==> src/rtl/genie_split_bcast.sv <==
// Broadcast split: one upstream beat fans out to the outputs selected by its mask and is held until each selected output has taken it once.
// Define GENIE_SPLIT_MASK_LOCK_EN to reuse the first beat's mask for every beat of a packet.
module genie_split_bcast_lane (
  input  logic clk,
  input  logic reset,
  input  logic vld,
  input  logic en,
  input  logic rdy,
  input  logic eop,
  input  logic clr,
  output logic o_valid,
  output logic o_eop,
  output logic ok
);
  logic done_q, done_d, fire;

  assign o_valid = reset & vld & en & ~done_q;
  assign fire    = o_valid & rdy;
  assign o_eop   = o_valid & eop;
  assign ok      = done_q | fire | ~en;

  always_comb begin
    done_d = done_q;
    if (clr)      done_d = 1'b0;
    else if (vld) done_d = done_q | fire;
  end

  always_ff @(posedge clk or negedge reset)
    if (!reset) done_q <= 1'b0;
    else        done_q <= done_d;
endmodule

module genie_split_bcast #(
  parameter int NO    = 2,
  parameter int WIDTH = 1
) (
  input  logic                              clk,
  input  logic                              reset,
  input  logic [(WIDTH>0 ? WIDTH : 1)-1:0]  i_data,
  input  logic                              i_valid,
  output logic                              o_ready,
  input  logic                              i_eop,
  input  logic [NO-1:0]                     i_mask,
  output logic [NO-1:0]                     o_valid,
  output logic [(WIDTH>0 ? WIDTH : 1)-1:0]  o_data,
  output logic [NO-1:0]                     o_eop,
  input  logic [NO-1:0]                     i_ready
);
  if (NO < 2) begin : g_bad_no
    $error("genie_split_bcast: NO must be >= 2");
  end

  logic [NO-1:0] emask, lane_ok;
  logic          in_pkt_q, in_pkt_d;

  assign o_data  = i_data;
  assign o_ready = reset & i_valid & (&lane_ok);

`ifdef GENIE_SPLIT_MASK_LOCK_EN
  logic [NO-1:0] lmask_q, lmask_d;

  assign emask = in_pkt_q ? lmask_q : i_mask;

  always_comb begin
    lmask_d = lmask_q;
    if (o_ready && !in_pkt_q) lmask_d = emask;
  end

  always_ff @(posedge clk or negedge reset)
    if (!reset) lmask_q <= '0;
    else        lmask_q <= lmask_d;
`else
  assign emask = i_mask;
`endif

  // Packet state follows consumed beats, including ones dropped by an empty mask.
  always_comb begin
    in_pkt_d = in_pkt_q;
    if (o_ready) in_pkt_d = ~i_eop;
  end

  always_ff @(posedge clk or negedge reset)
    if (!reset) in_pkt_q <= 1'b0;
    else        in_pkt_q <= in_pkt_d;

  genie_split_bcast_lane u_lane [NO-1:0] (
    .clk     (clk),
    .reset   (reset),
    .vld     (i_valid),
    .en      (emask),
    .rdy     (i_ready),
    .eop     (i_eop),
    .clr     (o_ready),
    .o_valid (o_valid),
    .o_eop   (o_eop),
    .ok      (lane_ok)
  );
endmodule

==> config.mk <==
export PLATFORM = sky130hd
export DESIGN_NAME = genie_split_bcast
export DESIGN_NICKNAME = d
export VERILOG_FILES = /design/src/rtl/genie_split_bcast.sv
export SDC_FILE = /design/constraint.sdc
export NUM_CORES = 1
export LEC_CHECK = 0
export ABC_AREA = 0
export ABC_CLOCK_PERIOD_IN_PS = 1800
export CAP_MARGIN = 20
export CORE_AREA = 5 5 42 44
export CTS_BUF_LIST = sky130_fd_sc_hd__clkbuf_16
export DETAILED_ROUTE_END_ITERATION = 10
export DIE_AREA = 0 0 47 49
export DONT_BUFFER_PORTS = 1
export PLACE_DENSITY_LB_ADDON = 0.3
export SLEW_MARGIN = 20
export SYNTH_ARGS = -nofsm -noshare
export SYNTH_HDL_FRONTEND = slang
export SYNTH_SLANG_ARGS = --single-unit
==> constraint.sdc <==
create_clock -name clk -period 1.8 [get_ports clk]
set_input_delay 0.09 -clock clk [delete_from_list [all_inputs] [get_ports clk]]
set_output_delay 0.09 -clock clk [all_outputs]
set_load 0.02 [all_outputs]
==> results of run 1 <==
-- layer usage --
| metal | up-vias | GRT usage (%) |
|---|---|---|
| met1 | 71 | 4.615 |
| li1 | 76 | - |
| met5 | - | 0 |
| met3 | 0 | 4.059 |
| met2 | 9 | 6.561 |
| met4 | 0 | 5.530 |
-- power by group through the flow --
| stage | clock network, mW | registers, mW | logic (mW) |
|---|---|---|---|
| after floorplan | 0 | 0.0536 | 0.0321 |
| final | 0.331 | 0.0539 | 0.0300 |
| after global routing | 0.344 | 0.0551 | 0.0334 |
| after detailed placement | 0 | 0.0543 | 0.0277 |
| after global placement | 0 | 0.0541 | 0.0273 |
| after CTS | 0.337 | 0.0539 | 0.0304 |
-- worst max path at each step --
| stage | end | depth (start not counted) |
|---|---|---|
| 5_1_grt | o_ready | 2 |
| 3_5_place_dp | o_ready | 2 |
| 2_1_floorplan | o_ready | 2 |
| 6_report | o_ready | 2 |
| 3_3_place_gp | o_ready | 2 |
| 4_1_cts | o_ready | 2 |
-- cell families after synthesis --
| logic type | count (synthesis) | synth area share, % |
|---|---|---|
| buffers and inverters | 5 | 20.55 |
| AND/OR/NAND/NOR | 12 | 36.99 |
| flip-flops | 2 | 27.40 |
| AO/OA/AOI/OAI | 4 | 15.07 |
-- critical path, delay by kind of cell, from the launching register on --
kind,cells,cell delay (ps)
AND/OR/NAND/NOR,2,620
flip-flops,1,370
-- synth_stat cells, drive strengths merged --
cell / number / area, µm²
dfrtp: 2 / 50.05
or2b: 1 / 7.510
nor2: 4 / 15.01
and3: 1 / 6.260
nand2b: 1 / 6.260
nand3: 1 / 5.000
or3b: 2 / 17.52
and2: 1 / 6.260
a41oi: 2 / 17.52
a21oi: 2 / 10.01
nand2: 1 / 3.750
buf: 5 / 37.54
-- placed cells by master (no fill, tap or decap) --
| cell | instances |
|---|---|
| nor2_1 | 4 |
| clkbuf_16 | 3 |
| or3b_1 | 2 |
| a41oi_1 | 2 |
| a21oi_1 | 2 |
| dfrtp_1 | 2 |
| and2_1 | 1 |
| and3_1 | 1 |
| nand2b_1 | 1 |
| nand2_1 | 1 |
| nand3_1 | 1 |
| or2b_1 | 1 |
| dlygate4sd3_1 | 1 |
-- layout make-up --
| type | instances | area (µm²) | share of cell area, % |
|---|---|---|---|
| flip-flops and latches | 2 | 50.05 | 20.00 |
| repair buffers | 1 | 10.01 | 4.000 |
| multi-input cells | 16 | 95.09 | 38.00 |
| clock buffers | 3 | 75.07 | 30.00 |
| well taps | 16 | 20.02 | 8.000 |
-- timing repair --
action	in CTS	in global routing
hold endpoints to repair	2	0
hold buffers	1	0
buffers inserted	0	0
==> impl_results.md, run 1 <==
- Status: finished clean
- Met1 Routed Length: 184 µm
- Startpoint types: register
- Synth Warn #: 0
- Fraction of layout cells with a size suffix above 1: 13.64%
- Area after DPL: 165.2 µm²
- Post-Syn Nets: 32
- Post-Route Skew: 0.4567 ps
- Avg WL per Cell: 13.16 µm
- Antenna Cells: 0
- RePlAce Congestion: 0.7158
- Top reg by flops: u_lane.done_q
- TritonCTS Buffers: 3
- Combinational share of power: 7.2%
- Max rail drop VDD: 0.0003853 V
- Critical path arrival: 1210 ps
- Setup Total Neg Slack: 0 ps
- Final Instance Count excl. Fillers: 38
- Final wirelength: 500 µm
- CP required: 1710 ps
- CP endpoint kind: output pin
- Critical path startpoint: u_lane[1].done_q
- Top Registers: u_lane.done_q: 2 flops
- CTS H-tree lvls: 1
- Routed via count: 156
- Post-layout min period: 1302 ps
- Dpl hpwl: 398.4 µm
- Pwr per Cell Area: 1659 mW/mm²
- CTS sink count: 2
- Worst slack, placed: 723.2 ps
- CP max stage delay: 370 ps
- Post-route cell area: 250.2 µm²
- Number of max-cap violations: 0
- Max reg flops: 2
- Sequential share of the synthesized area: 27.40%
- Fin util: 17.86%
- Reg2reg start: u_lane[0].done_q
- Largest net degree at the start of global routing: 7
- Met2 wire len: 227 µm
- Clock root buffer: clkbuf_16
- Initial Utilization: 13.04%
- WL met3: 88 µm
- Setup violations, final: 0
- CP cell instances: or3b_1 > and3_1
- Worst Hold Class: in2reg
- Critical path class: reg2out
- Vias in the first global route: 184
- Final hold viol count: 0
- Slew @ Worst Pin: 380.5 ps
- Hold EP: u_lane[1].done_q
- Peak Freq: 0.7681 GHz
- Cell leakage power: 0.1060 nW
- Filler instances: 168
- Avg Synthesized Cell Area: 7.942 µm²
- Die Width: 47 µm
- R2r endpoint: u_lane[1].done_q
- Crit-path max FO: 3
- Skew-Pair Late Insertion Delay: 220 ps
- 1st-iter DRT viols: 1
- Clock Power Share: 79.8%
- Worst slew margin relative to its limit: 74.54%
- # rows: 14
- Reg power frac: 13.0%
- Slowest-stage cell, CP: dfrtp_1
- Initial antenna violation count: 0
- Io pins: 15
- Routed Antenna Nets: 0
- Synth cell types: 12
- Total track usage: 5.141%
- Pint: 0.3458 mW
- Setup WS post-layout: 498.1 ps
- Overflow after GRT: 0
- Syn-to-layout area delta: 36.99%
- Remaining DRCs: 0
- DRT Pass-1 Iters: 3
- Core area: 0.001401 mm²
- R2R cell count: 2
- Die height: 49 µm
- Mapped Cells: 23
- Post-Syn Area: 182.7 µm²
- Via/cell ratio: 4.105
- Hold depth: 2
- Uppermost layer routed: met3
- Switching Share: 16.68%
- Final net count: 33
- Flops & latches, synth: 2
- Fin crit share: 72.33%
- Placed Cells: 34
- Sw power: 0.06923 mW
- Flop2flop setup slack: 820 ps
- First-pass GRT wire length: 759 µm
- RSZ-0062 raised after global routing: no
- Tot Pwr: 0.4150 mW
- Clk pin slew, worst setup/hold paths: 30 ps
- Cts repair resizes: 0
- DIE AREA: 0.002303 mm²
- IO buf count: 0
- Max Root-Sink Buffers: 2
- CTS tree: yes
- Max Slew Vio Count: 0
- Worst hold slack: 78.69 ps
- HP Start: i_ready[0]
Power figures use the tool's default switching activity.
==> inputs of run 2 (changes only) <==
--- a/config.mk
+++ b/config.mk
@@ -5,8 +5,8 @@
 export SDC_FILE = /design/constraint.sdc
 export NUM_CORES = 1
 export LEC_CHECK = 0
-export ABC_AREA = 0
-export ABC_CLOCK_PERIOD_IN_PS = 1800
+export ABC_AREA = 1
+export ABC_CLOCK_PERIOD_IN_PS = 1100
 export CAP_MARGIN = 20
 export CORE_AREA = 5 5 42 44
 export CTS_BUF_LIST = sky130_fd_sc_hd__clkbuf_16
==> constraint.sdc (replaced) <==
create_clock -name clk -period 1.1 [get_ports clk]
set_input_delay 0.055 -clock clk [delete_from_list [all_inputs] [get_ports clk]]
set_output_delay 0.055 -clock clk [all_outputs]
set_load 0.02 [all_outputs]
==> run 2 against run 1 <==
  * The run now ends with negative setup slack left
  * Routed wire length fell by 8.0%
  * Total power is 71% higher
  * Critical path depth increased by 3
  * Via count grew 17%
  * Hold slack got worse by 54 ps
  * Utilization grew 2.9 points
  * Non-clock buffer count grew 3
  * Sequential cell count is the same
  * Register-to-register slack got worse by 610 ps
  * Sequential power rose by 75%
  * Highest routed layer unchanged
==> impl_results.md, run 2 <==
- Die height: 49 µm
- Mapped Cells: 31
- CP endpoint kind: output pin
- Flop2flop setup slack: 210 ps
- Setup violations, final: 1
- Initial antenna violation count: 0
- CTS sink count: 2
- Vias in the first global route: 201
- Reg2reg start: u_lane[0].done_q
- Setup Total Neg Slack: -6.582 ps
- Fraction of layout cells with a size suffix above 1: 36.36%
- Final net count: 44
- Fin crit share: 100.6%
- HP Start: i_ready[0]
- Number of max-cap violations: 0
- Core area: 0.001401 mm²
- Hold depth: 2
- Largest net degree at the start of global routing: 5
- Fraction of registers with async set/reset: 100.0%
- RSZ-0062 raised after global routing: yes
- CP required: 1040 ps
- Max reg flops: 2
- R2r endpoint: u_lane[0].done_q
- Synth cell types: 14
- Cell leakage power: 0.1681 nW
- Overflow after GRT: 0
- Worst slew margin relative to its limit: 84.48%
- 1st-iter DRT viols: 2
- Most numerous cell in the Yosys netlist: inv_1
- Post-Syn Area: 198.9 µm²
- Clock root buffer: clkbuf_16
- Max Slew Vio Count: 0
- Total track usage: 5.426%
- CP max stage delay: 390 ps
- Post-layout min period: 1107 ps
- Synth Warn #: 0
- R2R cell count: 4
- CTS tree: yes
- Sequential share of the synthesized area: 25.16%
- Slowest-stage cell, CP: dfrtp_1
- Failing checks: negative setup slack
- Setup repair bufs after CTS: 0
- Initial Utilization: 14.20%
- IO buf count: 0
- Top Registers: u_lane.done_q: 2 flops
- CTS H-tree lvls: 1
- Via/cell ratio: 3.714
- Crit-path max FO: 4
- Critical path class: reg2out
- Remaining DRCs: 0
- Io pins: 15
- Final Instance Count excl. Fillers: 49
- Pwr per Cell Area: 2436 mW/mm²
- Die Width: 47 µm
- Antenna Cells: 0
- Syn-to-layout area delta: 46.54%
- Slew @ Worst Pin: 230.6 ps
- Max Root-Sink Buffers: 2
- Number of enable flip-flop cells after synthesis: 0
- Fin util: 20.80%
- Worst Path Buf+Inv: 2
- Area fraction of the dominant cell type after synthesis: 25.16%
- Dpl hpwl: 386.1 µm
- Final wirelength: 460 µm
- RePlAce Congestion: 0.6786
- CP cell instances: nand3b_1 > nand2_2 > inv_2 > nand2_2 > inv_2
- Routed Antenna Nets: 0
- Worst slack, placed: 184.4 ps
- Startpoint types: register
- Dominant cells by area after synthesis: dfrtp_1 (25%), buf_4 (19%), inv_1 (15%)
- Peak Freq: 0.9037 GHz
- Setup WS post-layout: -6.582 ps
- Top reg by flops: u_lane.done_q
- Largest delay share family, worst path: flip-flops
- First-pass GRT wire length: 786 µm
- Avg WL per Cell: 9.388 µm
- Commonest non-fill, non-tap cell in the layout: inv_1
- Routed via count: 182
- Worst Hold Class: in2reg
- Hold EP: u_lane[0].done_q
- Most frequent cells in the layout: inv_1 (6), inv_2 (3), nand2_1 (3), clkbuf_16 (3), buf_4 (3)
- Cell accounting for the most synthesized area: dfrtp_1
- Clk pin slew, worst setup/hold paths: 30 ps
- Critical path arrival: 1050 ps
- Main synth FF type: dfrtp_1
- Placed Cells: 45
- Post-Syn Nets: 40
- Final hold viol count: 0
- DRT Pass-1 Iters: 2
- TritonCTS Buffers: 3
- DIE AREA: 0.002303 mm²
- Worst hold slack: 24.90 ps
- Status: finished, violations left
- Avg Synthesized Cell Area: 6.417 µm²
- Commonest cells in the netlist: inv_1 (8), buf_4 (5), nand2_1 (4)
- Skew-Pair Late Insertion Delay: 220 ps
- Max rail drop VDD: 0.0007551 V
- # rows: 14
- Post-Route Skew: 3.246 ps
- Flops & latches, synth: 2
## run 2: cell types whose count changed after synthesis, moves of 2 or more
| cell | change |
|---|---|
| inv_1 | +8 |
| nand2_1 | +3 |
| a41oi_1 | -2 |
| nor2_1 | -2 |
| or3b_1 | -2 |
## run 2: power by group
group          switching, mW  total, mW  internal [mW]
clock network         0.0831      0.546          0.462
logic                 0.0434     0.0705         0.0270
registers            0.00838     0.0942         0.0859
total                  0.135      0.710          0.575
## run 2: cell type report
type	count	area, µm²
Fill cell	169	1110
Multi-Input combinational cell	15	80.08
Clock buffer	3	75.07
Sequential cell	2	50.05
Inverter	9	33.78
Timing Repair Buffer	4	32.53
Tap cell	16	20.02
## run 2: timing repair
item | in CTS | in global routing
setup endpoints to repair | 2 | 4
hold buffers | 1 | 0
endpoints found under the hold margin | 2 | 0
gates cloned | 0 | 0
resized for setup | 1 | 2
pin swaps | 1 | 1
## run 2: cell families after synthesis
kind of cell / share of synthesized area, %
AOI/OAI and AO/OA: 6.917
buffers and inverters: 35.85
and+or+nand+nor: 32.08
DFF: 25.16
## run 2: worst max path at each step
stage / startpoint / end / depth (start not counted)
after floorplan: u_lane[0].done_q / o_eop[0] / 2
after global placement: u_lane[0].done_q / o_ready / 5
after detailed placement: u_lane[0].done_q / o_ready / 5
after CTS: u_lane[0].done_q / o_ready / 5
after global routing: u_lane[0].done_q / o_ready / 5
final: u_lane[0].done_q / o_ready / 5
## run 2: through the flow
stage / power (mW) / area (µm²)
floorplan: 0.1577 / 198.9
global placement: 0.1582 / 203.9
detailed placement: 0.1602 / 203.9
CTS: 0.7227 / 289.0
global route: 0.7505 / 291.5
finish: 0.7103 / 291.5
## run 2: worst reg2reg max path: cells and delay by family (launching register included)
kind            cells  cell delay, ps
compound gates      1             110
buf+inv             1              40
flops               1             390
simple gates        2             280
## run 2: per-layer routing
layer / track usage [%] / part of all wire [%]
met5: 0 / 0
met4: 2.765 / 0
met3: 8.118 / 23
met2: 6.109 / 42
met1: 4.846 / 35
